## config.mk

```make
export PLATFORM = sky130hd
export DESIGN_NAME = sap_memory_unit
export DESIGN_NICKNAME = d
export VERILOG_FILES = /design/src/rtl/sap_pkg.sv /design/src/rtl/sap_ram16x8.sv /design/src/rtl/sap_memory_unit.sv
export SDC_FILE = /design/constraint.sdc
export NUM_CORES = 1
export LEC_CHECK = 0
export CAP_MARGIN = 0
export CORE_MARGIN = 1
export CORE_UTILIZATION = 40
export CTS_CLUSTER_SIZE = 25
export DETAILED_ROUTE_END_ITERATION = 10
export PLACE_DENSITY = 0.66
export SLEW_MARGIN = 20
export SYNTH_ARGS = -nofsm -noshare
export SYNTH_HDL_FRONTEND = slang
export SYNTH_SLANG_ARGS = --single-unit
```

## constraint.sdc

```tcl
create_clock -name clk -period 3.95 [get_ports clk]
set_input_delay 0.79 -clock clk [delete_from_list [all_inputs] [get_ports clk]]
set_output_delay 0.79 -clock clk [all_outputs]
set_load 0.005 [all_outputs]
```

## src/rtl/sap_pkg.sv

```systemverilog
// Shared definitions for the SAP-style CPU.
// Contents: opcode values, control-word bit positions (\L_MA at bit 11
// down to \L_O at bit 0), the memory-stage FSM encoding and the default
// memory geometry.
package sap_pkg;

    localparam int ADDR_W_DEF = 4;
    localparam int DATA_W_DEF = 8;

    // Opcodes live in the upper nibble of an instruction word.
    localparam logic [3:0] OP_LDA = 4'h0;
    localparam logic [3:0] OP_ADD = 4'h1;
    localparam logic [3:0] OP_SUB = 4'h2;
    localparam logic [3:0] OP_STA = 4'h3;
    localparam logic [3:0] OP_LDI = 4'h4;
    localparam logic [3:0] OP_JMP = 4'h5;
    localparam logic [3:0] OP_OUT = 4'hE;
    localparam logic [3:0] OP_HLT = 4'hF;

    // Control-word bit positions. Most strobes are active low.
    localparam int SIG_MAR_ADDR_LOAD_N = 11;
    localparam int SIG_MAR_MEM_LOAD_N  = 10;
    localparam int SIG_RAM_EN_N        = 9;
    localparam int SIG_RAM_LOAD_N      = 8;
    localparam int SIG_IR_EN_N         = 7;
    localparam int SIG_IR_LOAD_N       = 6;
    localparam int SIG_A_LOAD_N        = 5;
    localparam int SIG_A_EN            = 4;
    localparam int SIG_SUB             = 3;
    localparam int SIG_ALU_EN          = 2;
    localparam int SIG_B_LOAD_N        = 1;
    localparam int SIG_OUT_LOAD_N      = 0;

    // Memory-stage states. MEM_SCRUB is only reachable with MEM_SCRUB_EN.
    typedef enum logic [1:0] {
        MEM_RUN    = 2'd0,
        MEM_PWAIT  = 2'd1,
        MEM_PWRITE = 2'd2,
        MEM_SCRUB  = 2'd3
    } mem_state_e;

endpackage

```

## src/rtl/sap_ram16x8.sv

```systemverilog
// RAM for the SAP memory stage: one synchronous write port and one
// asynchronous read port. Contents are not reset.
// Ports: clk, we/waddr/wdata (write port), raddr/rdata (read port).
module sap_ram16x8 #(
    parameter int ADDR_W = 4,
    parameter int DATA_W = 8
) (
    input  logic              clk,
    input  logic              we,
    input  logic [ADDR_W-1:0] waddr,
    input  logic [DATA_W-1:0] wdata,
    input  logic [ADDR_W-1:0] raddr,
    output logic [DATA_W-1:0] rdata
);

    logic [DATA_W-1:0] mem_r [2**ADDR_W];

    // Write port: one word per enabled edge.
    always_ff @(posedge clk) begin
        if (we) begin
            mem_r[waddr] <= wdata;
        end
    end

    assign rdata = mem_r[raddr];

endmodule

```

## src/rtl/sap_memory_unit.sv

```systemverilog
// Memory stage of the SAP CPU: MAR, MDR, RAM and a handshaked program
// loader that fills RAM while the CPU is held off.
// Ports: clk, rst (sync, active high); bus_in and the active-low strobes
// mar_addr_load_n / mar_mem_load_n / ram_en_n / ram_load_n from the
// control block; bus_out/bus_oe to the shared bus; the loader port
// prog_mode/prog_valid/prog_addr/prog_data/prog_ready/prog_count;
// mem_busy (high while not in RUN) and mar_q for debug.
// Build option: define MEM_SCRUB_EN to zero the RAM after every reset.
module sap_memory_unit
    import sap_pkg::*;
#(
    parameter int ADDR_W = ADDR_W_DEF,
    parameter int DATA_W = DATA_W_DEF
) (
    input  logic              clk,
    input  logic              rst,
    input  logic [DATA_W-1:0] bus_in,
    input  logic              mar_addr_load_n,
    input  logic              mar_mem_load_n,
    input  logic              ram_en_n,
    input  logic              ram_load_n,
    output logic [DATA_W-1:0] bus_out,
    output logic              bus_oe,
    input  logic              prog_mode,
    input  logic              prog_valid,
    input  logic [ADDR_W-1:0] prog_addr,
    input  logic [DATA_W-1:0] prog_data,
    output logic              prog_ready,
    output logic [ADDR_W:0]   prog_count,
    output logic              mem_busy,
    output logic [ADDR_W-1:0] mar_q
);

    localparam logic [ADDR_W:0] COUNT_MAX = (ADDR_W+1)'(2**ADDR_W);
`ifdef MEM_SCRUB_EN
    localparam mem_state_e RESET_STATE = MEM_SCRUB;
`else
    localparam mem_state_e RESET_STATE = MEM_RUN;
`endif

    mem_state_e        state_r;
    mem_state_e        state_s;
    logic [ADDR_W-1:0] mar_r;
    logic [DATA_W-1:0] mdr_r;
    logic [ADDR_W-1:0] ld_addr_r;
    logic [DATA_W-1:0] ld_data_r;
    logic [ADDR_W:0]   count_r;
    logic              ready_r;
    logic              busy_r;
    logic              cpu_run_s;
    logic              we_s;
    logic [ADDR_W-1:0] waddr_s;
    logic [DATA_W-1:0] wdata_s;
    logic [DATA_W-1:0] rdata_s;
`ifdef MEM_SCRUB_EN
    logic [ADDR_W-1:0] scrub_r;
`endif

    // The CPU owns the RAM only in RUN and only while the loader is not asking for it.
    assign cpu_run_s = (state_r == MEM_RUN) && !prog_mode;

    // Next-state logic for the memory FSM.
    always_comb begin
        state_s = state_r;
        case (state_r)
            MEM_RUN: begin
                if (prog_mode) state_s = MEM_PWAIT;
                else           state_s = MEM_RUN;
            end
            MEM_PWAIT: begin
                // A word offered together with prog_mode falling is still taken.
                if (prog_valid)      state_s = MEM_PWRITE;
                else if (!prog_mode) state_s = MEM_RUN;
                else                 state_s = MEM_PWAIT;
            end
            MEM_PWRITE: begin
                if (prog_mode) state_s = MEM_PWAIT;
                else           state_s = MEM_RUN;
            end
`ifdef MEM_SCRUB_EN
            MEM_SCRUB: begin
                if (scrub_r == '1) state_s = MEM_RUN;
                else               state_s = MEM_SCRUB;
            end
`endif
            default: state_s = RESET_STATE;
        endcase
    end

    // RAM write-port mux: CPU store, loader word or scrub; rst suppresses any write.
    always_comb begin
        we_s    = 1'b0;
        waddr_s = mar_r;
        wdata_s = mdr_r;
        case (state_r)
            MEM_RUN: begin
                we_s = cpu_run_s && !ram_load_n && !rst;
            end
            MEM_PWRITE: begin
                we_s    = !rst;
                waddr_s = ld_addr_r;
                wdata_s = ld_data_r;
            end
`ifdef MEM_SCRUB_EN
            MEM_SCRUB: begin
                we_s    = !rst;
                waddr_s = scrub_r;
                wdata_s = '0;
            end
`endif
            default: begin
                we_s = 1'b0;
            end
        endcase
    end

    sap_ram16x8 #(
        .ADDR_W (ADDR_W),
        .DATA_W (DATA_W)
    ) u_ram (
        .clk   (clk),
        .we    (we_s),
        .waddr (waddr_s),
        .wdata (wdata_s),
        .raddr (mar_r),
        .rdata (rdata_s)
    );

    // Zero-latency read so the IR can capture the word in the same T-state.
    assign bus_oe  = cpu_run_s && !ram_en_n && !rst;
    assign bus_out = bus_oe ? rdata_s : '0;

    // FSM, MAR/MDR, loader holding registers and the loader word counter.
    always_ff @(posedge clk) begin
        if (rst) begin
            state_r   <= RESET_STATE;
            mar_r     <= '0;
            mdr_r     <= '0;
            ld_addr_r <= '0;
            ld_data_r <= '0;
            count_r   <= '0;
            ready_r   <= 1'b0;
            busy_r    <= (RESET_STATE != MEM_RUN);
        end else begin
            state_r <= state_s;
            ready_r <= (state_s == MEM_PWAIT);
            busy_r  <= (state_s != MEM_RUN);
            if (cpu_run_s && !mar_addr_load_n) begin
                mar_r <= bus_in[ADDR_W-1:0];
            end
            if (cpu_run_s && !mar_mem_load_n) begin
                mdr_r <= bus_in;
            end
            if ((state_r == MEM_PWAIT) && prog_valid) begin
                ld_addr_r <= prog_addr;
                ld_data_r <= prog_data;
            end
            if ((state_r == MEM_RUN) && prog_mode) begin
                count_r <= '0;
            end else if ((state_r == MEM_PWRITE) && (count_r != COUNT_MAX)) begin
                count_r <= count_r + (ADDR_W+1)'(1);
            end
        end
    end

`ifdef MEM_SCRUB_EN
    // Scrub address: restarts on every reset, advances one word per SCRUB cycle.
    always_ff @(posedge clk) begin
        if (rst) begin
            scrub_r <= '0;
        end else if (state_r == MEM_SCRUB) begin
            scrub_r <= scrub_r + ADDR_W'(1);
        end
    end
`endif

    assign prog_ready = ready_r;
    assign prog_count = count_r;
    assign mem_busy   = busy_r;
    assign mar_q      = mar_r;

endmodule

```

=== Word-level counts from Yosys, hierarchy flattened ===
Memory sizes are Yosys's and may differ from the RTL's. A register that Yosys moved wholly into a read port is not among the register bits.
Cells that the tools add are included.

* Memories: 1
* Input bits: 28
* Memory bits (writable): 128
* Bits in read-only memories: 0
* Latch bits: 0
* Bits in registers: 33
* Output and inout bits: 20

* Mux-type cells: 11
* Divide/modulo/power cells: 0
* Add/subtract/negate cells: 1
* $lt $le $gt $ge: 0
* Equality and inequality tests: 4
* Reductions and logical operators: 20
* Multiply operators: 0
* Bitwise operators: 0
* Shift-type cells: 0

{| class="wikitable"
|+ Memory list
! name !! depth !! width !! rd ports !! clocked after Yosys merged registers in !! wr ports !! RTL line !! text
|-
| u_ram.mem_r || 16 || 8 || 1 || 1 || 1 || sap_ram16x8.sv:16 || <nowiki>logic [DATA_W-1:0] mem_r [2**ADDR_W];</nowiki>
|}

{| class="wikitable"
|+ Operator list
! cell !! count
|-
| 2-to-1 mux 8 bit || 2
|-
| 2-to-1 mux 4 bit || 3
|-
| logical AND 1 bit || 10
|-
| zero test 1 bit || 6
|-
| adder 5 x 1 -> 5 bit (second input constant) || 1
|-
| != test 5 bit (second input constant) || 1
|-
| equality test 2 x 1 -> 1 bit (second input constant) || 2
|-
| case mux 2 bit (2 select lines) || 1
|-
| OR reduction 2 bit || 2
|-
| 2-to-1 mux 1 bit || 3
|-
| equality test 2 bit (second input constant) || 1
|-
| zero test 2 bit || 1
|-
| 2-to-1 mux 2 bit || 1
|-
| case mux 1 bit (2 select lines) || 1
|-
| nonzero test 2 bit || 1
|}

=== Depth between registers and ports, before layout ===
* Depth in word-level cells: 7
* Gate-level depth with buffers: 6
* Mapped depth without buffers: 5

=== Modules after synthesis ===
A second synthesis with hierarchy kept.

* Cells, all modules: 419
* Area, all modules: 6,522.5 um^2

{| class="wikitable"
|+ Modules (own cells, without submodules)
! module !! area an instance (um^2) !! cells an instance !! instances
|-
| sap_ram16x8 || 4,987.3 || 221 || 1
|-
| sap_memory_unit || 1,535.2 || 198 || 1
|}

=== Worst setup path before layout ===
No wires, ideal clock.

* Kind: input -> output
* Start: in prog_mode
* End: out bus_out[6]
* Stages on the path: 4
* Slack: 1,243 ps
* Path buffers: 1
* Arrival time: 1,917 ps
* Cell sequence: or3_4 -> or3_1 -> buf_6 -> o41ai_2

* Longest elaborated chain between the ends: 5

{| class="wikitable"
|+ RTL lines
! element !! RTL line !! text
|-
| from (decl) || sap_memory_unit.sv:24 || <nowiki>input logic prog_mode,</nowiki>
|-
| zero test 1 bit || - ||
|-
| logical AND 1 bit || sap_memory_unit.sv:60 || <nowiki>assign cpu_run_s = (state_r == MEM_RUN) && !prog_mode;</nowiki>
|-
| logical AND 1 bit (2 in a row) || sap_memory_unit.sv:130 || <nowiki>assign bus_oe = cpu_run_s && !ram_en_n && !rst;</nowiki>
|-
| 2-to-1 mux 8 bit || sap_memory_unit.sv:131 || <nowiki>assign bus_out = bus_oe ? rdata_s : '0;</nowiki>
|-
| to (decl) || sap_memory_unit.sv:22 || <nowiki>output logic [DATA_W-1:0] bus_out,</nowiki>
|}

No other way between the ends.

=== Worst setup path in the final report ===
Same ends and word-level chain as after synthesis.

==> reports/metrics.yaml <==
setup_path:
  max_stage_delay_ns: 0.54
  ff2ff_path_depth: 4
  crit_fanout: 9
  r2r_slack_ns: 1.56
  rr_startpoint: "state_r[0]"
  timing.rr.end: "u_ram.mem_r[13][2]"
  crit_slowest_cell: "clkdlybuf4s50_1"
  path_common_cell: "clkdlybuf4s50_1"
  path_class: "input port to primary output"
  crit_chain: "clkdlybuf4s50_1, or3_4, or3_1, o41ai_2, clkdlybuf4s50_1"
  startpoint_type: "input port"
  critical_path_arrival_ns: 3.00
  critical_path.endpoint_type: "primary output"
  crit_required_ns: 3.16
detailed_routing:
  initialDrtViolationCount: 279
  routed_wl_mm: 13.5
  drc: 0
  vias_per_cell: 5.21
  route.antenna.remaining_nets: 0
  routedWlPerCell_um: 18.9
  vias: 3736
  dr.pass1.iters: 5
global_routing:
  track_usage: 0.178
  met1_usage: 0.244
  grt_pass1_wl_mm: 21.3
  grt_pass1_vias: 3804
  met3_usage: 0.0394
  grt_use_met2: 0.278
  antenna_found_initial: 0
  grt_busiest_layer: "met2"
  grt_max_degree: 33
  overflow: 0
floorplanning:
  io_pins: 48
  die_x_um: 130
  dieArea_um2: 16800
  dieHeight_um: 130
  start_util: 0.411
  rows: 46
  core_um2: 15900
clock_tree:
  cts_tree: "done"
  cts_resized: 0
  cts.hold.buffers_added: 0
  cts.htree.levels: 4
  clock_latency_ns: 0.42
  clock-sinks: 165
  numCtsBuffers: 17
  clkTransAtPathRegs_ns: 0.06
  cts_setup_buffers: 0
  clockRootBuffer: "clkbuf_16"
  cts_buffer_depth: 2
logic_synthesis:
  yosys_register_bits: 165
  synth.distinct_cells: 39
  syn_inst: 424
  synth_common_cells: "128 x edfxtp_1, 60 x nand2_1, 37 x dfxtp_1, 32 x mux4_2, 27 x nor2_1"
  syn-num-nets: 454
  synth_top_area_frac: 0.589
  synth_ff_type: "edfxtp_1"
  yosys.area.top_type: "edfxtp_1"
  ys_top_cells_by_area: "edfxtp_1 59%, dfxtp_1 11%, mux4_2 11%"
  syn_avg_cell_area_um2: 15.4
  yosysSeqAreaShare: 0.702
  synth_area_um2: 6530
  async_flop_share: 0
  ys_warn_count: 0
  synth_edf_count: 128
  yosysMostFrequentCell: "edfxtp_1"
sta:
  min_period_ns: 3.79
  rsz0062_at_grt: "false"
  min_period_over_period: 0.961
  fin_worst_skew_ns: 0.00999
  hold_viol: 0
  timing.final.ws_setup_ns: 0.156
  slew_violations: 0
  max-slew-margin-rel: 0.495
  setup_viol_count_final: 0
  max_freq_ghz: 0.264
  tns_ns: 0
  worstMarginPinSlew_ns: 0.755
place:
  port_buffers: 47
  pre_cts_ws_ns: 0.149
  dp.cells: 686
  hpwl_mm: 8.99
  gp_congestion: 0.752
final_layout:
  fill_cells: 1388
  area_delta_synth_final_pct: 20.2
  seqCellArea_um2: 4590
  diodes: 0
  instances_no_fill: 717
  drive_above_1_share: 0.164
  multi_input_area_um2: 1810
  fin_nets: 519
power:
  total_power_w: 0.00360
  leakage_nw: 2.70
  power_density_nw_per_um2: 459
  peakVddDrop_v: 0.000353
worst_hold_path:
  hp-start: "ld_data_r[0]"
  min_path_type: "flop to flop"
  hold_path_depth: 2
  hold_end: "ld_data_r[0]"
job:
  maxCapViolCount: 0
run_status:
  status: "completed"
==> flip-flops by register name, summed over array words and instances (netlist names), named ones only <==
signal and cells:
u_ram.mem_r 128, ld_addr_r 4, mem_busy 1, state_r 2
prog_ready 1, mar_q 4, prog_count 5, ld_data_r 8
mdr_r 8
==> routing by layer <==
metal | up-vias | routed length (µm)
li1 | 1744 | -
met1 | 1860 | 6190
met2 | 123 | 6500
met3 | 9 | 738
met4 | 0 | 95
met5 | - | 0
==> logic make-up (layout without fill, tap and decap cells) <==
family | after synthesis | count (layout) | synth area share
XOR/XNOR | 4 | 4 | 0.00537
multiplexers | 41 | 41 | 0.124
AND/OR/NAND/NOR | 120 | 120 | 0.0843
AO/OA/AOI/OAI | 64 | 64 | 0.0588
adder cells (fa/ha/maj) | 2 | 2 | 0.00383
buffers and inverters | 28 | 105 | 0.0209
flip-flops | 165 | 165 | 0.702
==> power breakdown <==
group	internal [W]	total [W]	switching [W]
sequential	0.00188	0.00190	0.0000190
clock	0.000918	0.00152	0.000607
combinational	0.0000848	0.000175	0.0000907
==> placed cells by master, fill, tap and decap left out, types with 2 or more instances in the layout <==
cell type / instances
mux2i_1: 8
dfxtp_1: 36
a21oi_1: 24
clkdlybuf4s50_1: 47
and3_1: 2
nand2_1: 60
clkbuf_16: 17
edfxtp_1: 128
nor2_1: 27
clkinv_2: 2
o21ai_0: 16
xor2_1: 2
inv_1: 6
clkbuf_1: 7
xnor2_1: 2
buf_4: 21
ha_1: 2
a211oi_1: 14
clkinv_1: 3
mux4_2: 32
nor2b_1: 8
nor3b_1: 6
and3b_1: 2
a31oi_1: 5
nand4_1: 2
bufinv_16: 2
nor3_1: 5
==> critical path: cells and delay by family <==
family,cells,cell delay [ns]
AO/OA/AOI/OAI,1,0.37
AND/OR/NAND/NOR,2,0.86
buffers and inverters,2,0.97
==> worst max-delay path by stage <==
stage / from / end / depth (start not counted)
6_report: prog_mode / bus_out[6] / 5
5_1_grt: prog_mode / bus_out[6] / 5
4_1_cts: prog_mode / bus_out[6] / 5
2_1_floorplan: prog_mode / bus_out[6] / 4
3_3_place_gp: prog_mode / bus_out[6] / 5
3_5_place_dp: prog_mode / bus_out[6] / 5
==> stage by stage <==
step	cell area, µm²	util	hold slack [ns]
after CTS	7850	0.494	0.464
after floorplan	6530	-	0.437
final	7850	0.494	0.462
after global placement	7310	0.460	0.455
after global routing	7850	0.494	0.485
after detailed placement	7310	0.460	0.455
==> area by class of cell <==
class / instances / share of cell area
clock buffers: 24 / 0.0576
clock inverters: 7 / 0.0104
inverters: 6 / 0.00287
multi-input cells: 231 / 0.230
flip-flops and latches: 165 / 0.584
well taps: 216 / 0.0344
repair buffers: 68 / 0.0801
No activity file was read; power rests on OpenSTA's default activity.
